File: src/rtl/execute_stage.sv
// execute_stage: Y86-64 execute stage, ALU control, condition codes and the M pipeline register.
// Ports:
//   clk, rst_n           clock and synchronous active-low reset
//   e_stall, e_bubble    hazard control for the M register (stall wins over bubble)
//   E_*                  decoded instruction fields from the E register
//   m_stat, W_stat       downstream status, blocks CC updates when not AOK
//   alu_op/alu_a/alu_b   ALU request; alu_res/alu_ovf/alu_zero come back combinationally
//   e_valE, e_dstE       forwarding outputs (same cycle)
//   cc                   {ZF,SF,OF}
//   M_*                  M pipeline register
// Option: define EXECUTE_CMOV_EN to make RRMOVQ a conditional move (dstE squashed when Cnd==0).
module execute_stage #(
  parameter logic [3:0] RNONE    = 4'hF,
  parameter logic [2:0] STAT_AOK = 3'd1
) (
  input  logic        clk,
  input  logic        rst_n,
  input  logic        e_stall,
  input  logic        e_bubble,
  input  logic [2:0]  E_stat,
  input  logic [3:0]  E_icode,
  input  logic [3:0]  E_ifun,
  input  logic [63:0] E_valA,
  input  logic [63:0] E_valB,
  input  logic [63:0] E_valC,
  input  logic [3:0]  E_dstE,
  input  logic [3:0]  E_dstM,
  input  logic [2:0]  m_stat,
  input  logic [2:0]  W_stat,
  output logic [1:0]  alu_op,
  output logic [63:0] alu_a,
  output logic [63:0] alu_b,
  input  logic [63:0] alu_res,
  input  logic        alu_ovf,
  input  logic        alu_zero,
  output logic [63:0] e_valE,
  output logic [3:0]  e_dstE,
  output logic [2:0]  cc,
  output logic [2:0]  M_stat,
  output logic [3:0]  M_icode,
  output logic        M_cnd,
  output logic [63:0] M_valE,
  output logic [63:0] M_valA,
  output logic [3:0]  M_dstE,
  output logic [3:0]  M_dstM
);
`ifdef EXECUTE_CMOV_EN
  localparam bit CMOV = 1'b1;
`else
  localparam bit CMOV = 1'b0;
`endif
  typedef struct packed {
    logic [2:0]  stat;
    logic [3:0]  icode;
    logic        cnd;
    logic [63:0] valE;
    logic [63:0] valA;
    logic [3:0]  dstE;
    logic [3:0]  dstM;
  } m_t;
  localparam m_t BUB = '{stat: STAT_AOK, icode: 4'h1, cnd: 1'b0, valE: 64'd0, valA: 64'd0, dstE: RNONE, dstM: RNONE};
  logic opq, push, pop, mem, cond, cnd, cc_en, zf, sf, of;
  logic [2:0] cc_q, cc_d;
  m_t m_q, m_d;
  always_comb begin
    opq = E_icode == 4'h6;
    push = E_icode == 4'h8 || E_icode == 4'hA;
    pop = E_icode == 4'h9 || E_icode == 4'hB;
    mem = E_icode == 4'h4 || E_icode == 4'h5;
    // CALL/PUSHQ decrement the stack pointer, so SUB overrides the default ADD
    alu_op = opq ? E_ifun[1:0] : push ? 2'b01 : 2'b00;
    alu_a = (opq || mem || push || pop) ? E_valB : 64'd0;
    alu_b = (opq || E_icode == 4'h2) ? E_valA : (mem || E_icode == 4'h3) ? E_valC : (push || pop) ? 64'd8 : 64'd0;
    {zf, sf, of} = cc_q;
    cond = 1'b0;
    case (E_ifun)
      4'd0: cond = 1'b1;
      4'd1: cond = (sf ^ of) | zf;
      4'd2: cond = sf ^ of;
      4'd3: cond = zf;
      4'd4: cond = ~zf;
      4'd5: cond = ~(sf ^ of);
      4'd6: cond = ~(sf ^ of) & ~zf;
      default: cond = 1'b0;
    endcase
    cnd = (E_icode == 4'h7 || (CMOV && E_icode == 4'h2)) ? cond : 1'b1;
    e_valE = alu_res;
    e_dstE = (CMOV && E_icode == 4'h2 && !cnd) ? RNONE : E_dstE;
    // flags only change for a healthy OPq that is actually advancing
    cc_en = opq && E_stat == STAT_AOK && m_stat == STAT_AOK && W_stat == STAT_AOK && !e_stall;
    cc_d = cc_en ? {alu_zero, alu_res[63], alu_ovf} : cc_q;
    m_d = e_stall ? m_q : e_bubble ? BUB : '{E_stat, E_icode, cnd, e_valE, E_valA, e_dstE, E_dstM};
  end
  always_ff @(posedge clk) begin
    if (!rst_n) begin
      m_q <= BUB;
      cc_q <= 3'b100;
    end else begin
      m_q <= m_d;
      cc_q <= cc_d;
    end
  end
  assign cc = cc_q;
  assign {M_stat, M_icode, M_cnd, M_valE, M_valA, M_dstE, M_dstM} = m_q;
endmodule
File: config.mk
export PLATFORM = sky130hd
export DESIGN_NAME = execute_stage
export DESIGN_NICKNAME = d
export VERILOG_FILES = /design/src/rtl/execute_stage.sv
export SDC_FILE = /design/constraint.sdc
export NUM_CORES = 1
export LEC_CHECK = 0
export BUFFER_PORTS_ARGS = -buffer_cell sky130_fd_sc_hd__buf_2
export CAP_MARGIN = 20
export CELL_PAD_IN_SITES_DETAIL_PLACEMENT = 1
export CELL_PAD_IN_SITES_GLOBAL_PLACEMENT = 1
export CORE_AREA = 3 3 247 249
export CTS_CLUSTER_DIAMETER = 150
export DETAILED_ROUTE_END_ITERATION = 16
export DIE_AREA = 0 0 250 252
export GPL_TIMING_DRIVEN = 1
export PLACE_DENSITY_LB_ADDON = 0.1
export SYNTH_ARGS = -nofsm -noshare
export SYNTH_HDL_FRONTEND = slang
export SYNTH_SLANG_ARGS = --single-unit
File: constraint.sdc
create_clock -name clk -period 3.14 [get_ports clk]
set_input_delay 0.314 -clock clk [delete_from_list [all_inputs] [get_ports clk]]
set_output_delay 0.314 -clock clk [all_outputs]
set_load 0.05 [all_outputs]
### After elaboration in Yosys (flattened, before gate mapping)

Index checks and enable logic that the tools add are counted.

* input port bits: 287
* output and inout port bits: 345
* register bits: 147
* word-level logic and storage cells: 56

* eq/ne operators: 19
* bitwise operators: 5
* muxes and demuxes: 9
* reductions and logical operators: 15

Operators with widths (count)
* 64-bit two-way mux: 3
* 144-bit two-way mux: 1
* 4-bit by 3-bit == test with 1-bit output (second input constant): 7
* 4-bit by 2-bit == test with 1-bit output (second input constant): 4
* 4-bit == test (second input constant): 4
* 3-bit by 1-bit == test with 1-bit output (second input constant): 3
* 1-bit logical OR: 9
* 1-bit one-hot mux with 7 select lines: 1
* 4-bit by 1-bit == test with 1-bit output (second input constant): 1
* 1-bit logical AND: 4
* 4-bit zero test: 1
* 4-bit two-way mux: 1
* 1-bit two-way mux: 2
* 2-bit two-way mux: 1
* 1-bit NOT: 2
* 1-bit bitwise AND: 1
* 1-bit zero test: 1
* 1-bit OR: 1
* 1-bit bitwise XOR: 1

### Longest topological paths before layout

Gate-level depths: netlist of the first run.

* depth in word-level cells: 6
* mapped depth: 6
* gate-level depth less buffers: 4

### Worst setup path after synthesis of the first run

Ideal clock, no wire load.

* path type: input to output
* start: input port E_icode[3]
* end: output port alu_a[10]
* slack: 1.102 ns
* arrival: 1.724 ns
* stages on the path: 6
* required time: 2.826 ns
* buffers on the path: 2
* cell sequence: buf_4 -> nand2b_1 -> a21oi_1 -> a21oi_2 -> buf_2 -> nor2b_1

* cells in the longest elaborated chain, start to end: 6
* elaborated cells on any way between the ends: 14
* those cells by class: 7 x eq/ne; 1 x mux; 6 x reduce/logical

Ends and longest elaborated chain
* start: declaration: line 21 `input logic [3:0] E_icode,`
* 4-bit by 3-bit == test with 1-bit output: line 69 `mem = E_icode == 4'h4 || E_icode == 4'h5;`
* 1-bit logical OR: line 69
* 1-bit logical OR (2 in series): line 72 `alu_a = (opq || mem || push || pop) ? E_valB : 64'd0;`
* 1-bit logical OR *: line 72
* 64-bit two-way mux *: line 72
* end: declaration: line 31 `output logic [63:0] alu_a,`

Every way passes the cells marked *; elsewhere a longest branch is shown, timed or not.

### Worst setup path after layout of the first run

* start: input port E_icode[2]
* end: output port alu_b[59]

* cells in the longest elaborated chain, start to end: 5
* elaborated cells on any way between the ends: 10
* those cells by class: 5 x eq/ne; 2 x mux; 3 x reduce/logical

Ends and longest elaborated chain
* 4-bit by 3-bit == test with 1-bit output: line 69
* 1-bit logical OR: line 69
* 1-bit logical OR: line 73 `alu_b = (opq || E_icode == 4'h2) ? E_valA : (mem || E_icode == 4'h3) ? E_valC : (push || pop) ? 64'd8 : 64'd0;`
* 64-bit two-way mux: line 73
* 64-bit two-way mux *: line 73
* end: declaration: line 32 `output logic [63:0] alu_b,`

Marks and branches as above.

==> flow_metrics.env, run 1 <==
export IMPL_rsz0062_at_grt="no"
export IMPL_worstSetupPathType="in -> out"
export IMPL_dpl_worst_slack_ns=0.683
export IMPL_fillers=7126
export IMPL_synth_most_common_cell="dfxtp_1"
export IMPL_htreeDepth=4
export IMPL_synth_area_top_cells="dfxtp_1, a22oi_1, buf_4"
export IMPL_cts_resized=0
export IMPL_syn_to_final_growth_pct=63.0
export IMPL_antenna_found_initial=10
export IMPL_fin_crit_ns=2.39
export IMPL_yosys_warnings=0
export IMPL_setup_viol=0
export IMPL_post_dp_hpwl_mm=34.2
export IMPL_port_buffers=631
export IMPL_tns_ns=0
export IMPL_cts_max_path_buffers=2
export IMPL_grt_pass1_vias=8084
export IMPL_firstDrtPassIters=4
export IMPL_nets=1573
export IMPL_gp_congestion=0.771
export IMPL_p_leak_nw=5.46
export IMPL_relSlewSlack_pct=42.7
export IMPL_placed_area_um2=10300
export IMPL_synth_largest_area_cell="dfxtp_1"
export IMPL_die_x_um=250
export IMPL_syn_mean_instance_area_um2=9.00
export IMPL_root_buffer="clkbuf_16"
export IMPL_outcome="complete, no violations"
export IMPL_grt_max_degree=77
export IMPL_core_area_um2=58900
export IMPL_ant_nets=0
export IMPL_die_h_um=252
export IMPL_cts_sinks=147
export IMPL_worstSkewPairLatency_ns=0.47
export IMPL_end_kind="output port"
export IMPL_critPathLaunch="E_icode[2]"
export IMPL_clk_pin_slew_worst_paths_ns=0.06
export IMPL_grt_pass1_wl_mm=58.7
export IMPL_seq_area_frac_synth_pct=44.0
export IMPL_max_cap_viol_count=0
export IMPL_timing_rr_start="cc[0]"
export IMPL_final_hold_viol_count=0
export IMPL_min_delay_path_class="in -> reg"
export IMPL_wl_mm=42.7
export IMPL_whs_ns=0.0703
export IMPL_netlist_area_leader_share_pct=44.0
export IMPL_grt_ovfl_total=0
export IMPL_min_from="E_dstM[3]"
export IMPL_tritoncts="done"
export IMPL_post_route_util_pct=18.5
export IMPL_async_flop_share_pct=0
export IMPL_ys_seq_elements=147
export IMPL_cts_made_buffers=17
export IMPL_start_kind="input pin"
export IMPL_worst_slack_ns=0.747
export IMPL_die_area_um2=63000
export IMPL_syn_instance_count=743
export IMPL_io_pins=632
export IMPL_max_freq_ghz=0.418
export IMPL_syn_nets=1030
export IMPL_drcViolationCount=0
export IMPL_final_area_um2=10900
export IMPL_postCtsSetupBuffers=0
export IMPL_wl_per_cell_um=20.6
export IMPL_place_inst=2039
export IMPL_peakVddDrop_mv=0.379
export IMPL_syn_area_um2=6690
export IMPL_drtIter0Drc=271
export IMPL_vias=7751
export IMPL_start_util_pct=11.4
export IMPL_drt_vias_per_instance=3.74
export IMPL_synth_cell_types=39
export IMPL_fin_skew_ns=0.00118
export IMPL_power_total_mw=5.89
export IMPL_p_per_area_nw_per_um2=540
export IMPL_synthFlopType="dfxtp_1"
export IMPL_crit_arrival_ns=2.08
export IMPL_drv_slew=0
export IMPL_grt_use_total_pct=13.0
export IMPL_cp_max_fo=21
export IMPL_worst_slew_pin_slew_ns=0.857
export IMPL_synth_common_cells="dfxtp_1, a22oi_1, nor2_1"
export IMPL_instances_no_fill=2073
export IMPL_critPathRequiredTime_ns=2.83
export IMPL_layout_drive_gt1_share_pct=53.7
export IMPL_fp_row_count=89
export IMPL_period_share_pct=76.2
export IMPL_synth_edff_count=0
per-layer routing:
metal,vias up,routed length (um),track usage [%]
li1,3657,-,-
met1,3687,14900,12.6
met2,361,23900,25.7
met3,40,3350,4.54
met4,6,541,3.82
met5,-,43,0
report_power, final:
group	switching, mW	total, mW	internal, mW	leakage [nW]
clock network	0.930	2.25	1.32	0.300
logic	1.23	1.66	0.435	3.96
registers	0.0343	1.97	1.94	1.20
total	2.19	5.89	3.69	5.46
path summary, 6_finish.rpt:
kind                                   end  slack (ns)  cells after the start
worst max-delay path             alu_b[59]        0.75                      7
worst min-delay path             M_dstM[3]        0.07                      3
worst max register to register       M_cnd        1.88                      4
worst min register to register  M_icode[0]        0.48                      2
area by class of cell:
class,count,area [um2],share of cell area [%]
diodes,1,2.50,0.0229
clock buffers,18,429,3.94
clock inverters,14,186,1.71
inverters,5,21.3,0.195
multi-input cells,457,2890,26.5
flip-flops and latches,147,2940,27.0
well taps,773,967,8.87
repair buffers,658,3470,31.8
critical path: stages:
cell	delay, ns
buf_2	0.13
inv_2	0.10
nand3_1	0.13
a21oi_4	0.71
buf_12	0.24
a22o_1	0.14
buf_2	0.26
cell families after synthesis:
group           share of synthesized area [%]
simple gates                             17.0
flops                                    44.0
compound gates                           25.3
xor+xnor                                0.131
buf+inv                                  13.1
mux                                     0.449
registers in the layout, indices dropped and copies added, names as in the netlist:
register	cells
M_cnd	1
M_stat	3
M_dstM	4
M_valA	64
cc	3
M_valE	64
M_icode	4
M_dstE	4
timing repair:
| action | 4_1_cts | 5_1_grt |
|---|---|---|
| hold buffers | 1 | 0 |
| endpoints found under the setup margin | 0 | 0 |
| hold endpoints to repair | 1 | 0 |
cell usage in the layout, fill, tap and decap left out, types with 2 or more instances in the layout:
cell,instances
a22oi_1,131
clkinv_2,5
nand2b_1,5
buf_12,8
buf_4,19
inv_2,2
mux2i_1,3
buf_2,630
nor2_1,128
o22ai_1,10
a22o_1,63
clkinvlp_4,2
clkinv_4,2
or2_2,2
nor3b_1,2
a21oi_1,5
a21oi_4,2
clkbuf_16,17
nand2_1,15
dfxtp_1,147
bufinv_16,4
nor2b_1,74
(Power assumes the default switching activity.)
==> run 2, diff against run 1 <==
- ABC_AREA: default -> 1
- CORE_AREA: 3 3 247 249 -> 3 3 244 246
- DIE_AREA: 0 0 250 252 -> 0 0 247 249
- clock period: 3.14 -> 2.4 ns (I/O delays scaled with it)
==> run 2 against run 1 <==
Net effect:
- clock power is 16% higher
- flip-flop and latch count stayed put
- sequential power is 30% higher
- non-clock buffer count is 99 higher
- critical endpoint is now alu_b[30]
==> flow_metrics.env, run 2 <==
export IMPL_post_dp_hpwl_mm=34.7
export IMPL_grt_use_total_pct=14.1
export IMPL_seq_area_frac_synth_pct=40.9
export IMPL_worst_slack_ns=0.354
export IMPL_wl_mm=44.6
export IMPL_firstDrtPassIters=4
export IMPL_die_x_um=247
export IMPL_synth_most_common_cell="nand2_1"
export IMPL_whs_ns=0.0597
export IMPL_ant_nets=0
export IMPL_yosys_warnings=0
export IMPL_peakVddDrop_mv=0.540
export IMPL_p_per_area_nw_per_um2=606
export IMPL_worstSkewPairLatency_ns=0.47
export IMPL_postCtsSetupBuffers=0
export IMPL_tritoncts="done"
export IMPL_final_area_um2=12400
export IMPL_synth_common_cells="nand2_1, dfxtp_1, inv_1"
export IMPL_drt_vias_per_instance=3.73
export IMPL_root_buffer="clkbuf_16"
export IMPL_place_inst=2354
export IMPL_period_share_pct=85.3
export IMPL_end_kind="output port"
export IMPL_crit_arrival_ns=1.81
export IMPL_critPathRequiredTime_ns=2.16
export IMPL_syn_mean_instance_area_um2=6.64
export IMPL_gp_congestion=0.785
export IMPL_relSlewSlack_pct=51.3
export IMPL_start_util_pct=12.5
export IMPL_worst_slew_pin_slew_ns=0.730
export IMPL_rsz0062_at_grt="no"
export IMPL_nets=2009
export IMPL_cp_max_fo=33
export IMPL_io_pins=632
export IMPL_grt_pass1_vias=9784
export IMPL_port_buffers=631
export IMPL_synth_edff_count=0
export IMPL_power_total_mw=7.49
export IMPL_vias=9336
export IMPL_globalRouteMet2Util_pct=25.4
export IMPL_syn_area_um2=7200
export IMPL_syn_instance_count=1084
export IMPL_layout_commonest_cell="buf_2"
export IMPL_drtIter0Drc=251
export IMPL_grtUsageMet3_pct=4.98
export IMPL_async_flop_share_pct=0
export IMPL_ys_seq_elements=147
export IMPL_max_freq_ghz=0.489
export IMPL_most_common_layout_cells="buf_2, nand2_1, dfxtp_1, inv_1, a21oi_1"
export IMPL_cts_made_buffers=17
export IMPL_fin_skew_ns=0.00334
export IMPL_worstSetupPathType="in -> out"
export IMPL_synth_area_top_cells="dfxtp_1, nand2_1, a21oi_1"
export IMPL_die_area_um2=61500
export IMPL_wl_per_cell_um=17.8
export IMPL_fin_crit_ns=2.05
export IMPL_clk_pin_slew_worst_paths_ns=0.06
export IMPL_dpl_worst_slack_ns=0.279
export IMPL_htreeDepth=4
export IMPL_drcViolationCount=0
export IMPL_max_cap_viol_count=0
export IMPL_die_h_um=249
export IMPL_synth_cell_types=28
export IMPL_syn_nets=1371
export IMPL_grt_pass1_wl_mm=63.9
export IMPL_netlist_area_leader_share_pct=40.9
export IMPL_layout_drive_gt1_share_pct=39.4
export IMPL_cts_sinks=147
export IMPL_synth_largest_area_cell="dfxtp_1"
export IMPL_min_delay_path_class="in -> reg"
export IMPL_cts_max_path_buffers=2
export IMPL_grt_busiest_layer="met2"
export IMPL_synthFlopType="dfxtp_1"
export IMPL_core_area_um2=57600
export IMPL_outcome="complete, no violations"
export IMPL_met1_usage_pct=15.3
export IMPL_final_hold_viol_count=0
export IMPL_drv_slew=0
export IMPL_antenna_found_initial=9
export IMPL_start_kind="input pin"
export IMPL_fp_row_count=88
export IMPL_grt_max_degree=75
export IMPL_syn_to_final_growth_pct=71.7
export IMPL_p_leak_nw=6.36
export IMPL_instances_no_fill=2504
export IMPL_grt_ovfl_total=0
export IMPL_post_route_util_pct=21.5
export IMPL_placed_area_um2=10700
export IMPL_setup_viol=0
export IMPL_tns_ns=0
## run 2: power breakdown
part / internal (mW) / switching [mW]
registers: 2.53 / 0.0432
logic: 0.622 / 1.70
clock network: 1.36 / 1.23
total: 4.52 / 2.97
## run 2: per-layer routing
metal / vias to the layer above / wire length, um / share of wire, %
met4: 10 / 799 / 1.8
met2: 352 / 22500 / 50
met3: 44 / 3470 / 7.8
li1: 4597 / - / -
met1: 4333 / 17700 / 40
met5: - / 71 / 0.16
## run 2: cell type report
cell class | count | area (um2)
diodes | 4 | 10.0
clock buffers | 20 | 447
clock inverters | 12 | 97.6
fillers | 7197 | 45200
inverters | 141 | 532
multi-input cells | 658 | 2910
flip-flops and latches | 147 | 2940
well taps | 765 | 957
repair buffers | 757 | 4470
## run 2: timing repair
action                                 CTS  global route
hold buffers                           114             0
endpoints found under the hold margin  114             0
resized for setup                        0             0
## run 2: path summary, 6_finish.rpt
path / cells past startpoint / start / slack, ns / end
setup reg to reg: 10 / cc[0] / 1.27 / M_cnd
setup / recovery: 7 / E_icode[0] / 0.35 / alu_b[30]
hold / removal: 3 / E_dstE[3] / 0.06 / M_dstE[3]
hold reg to reg: 2 / M_valA[42] / 0.46 / M_valA[42]
## run 2: cell families after synthesis
family / after synthesis / synth area share, %
simple gates: 441 / 24.7
compound gates: 217 / 15.6
buf+inv: 279 / 18.9
flops: 147 / 40.9
## run 2: critical path, cell delays in order
cell     delay (ns)
buf_2          0.17
nand2_1        0.15
nor3_1         0.30
a21oi_4        0.06
buf_4          0.25
o21ai_0        0.28
buf_2          0.32
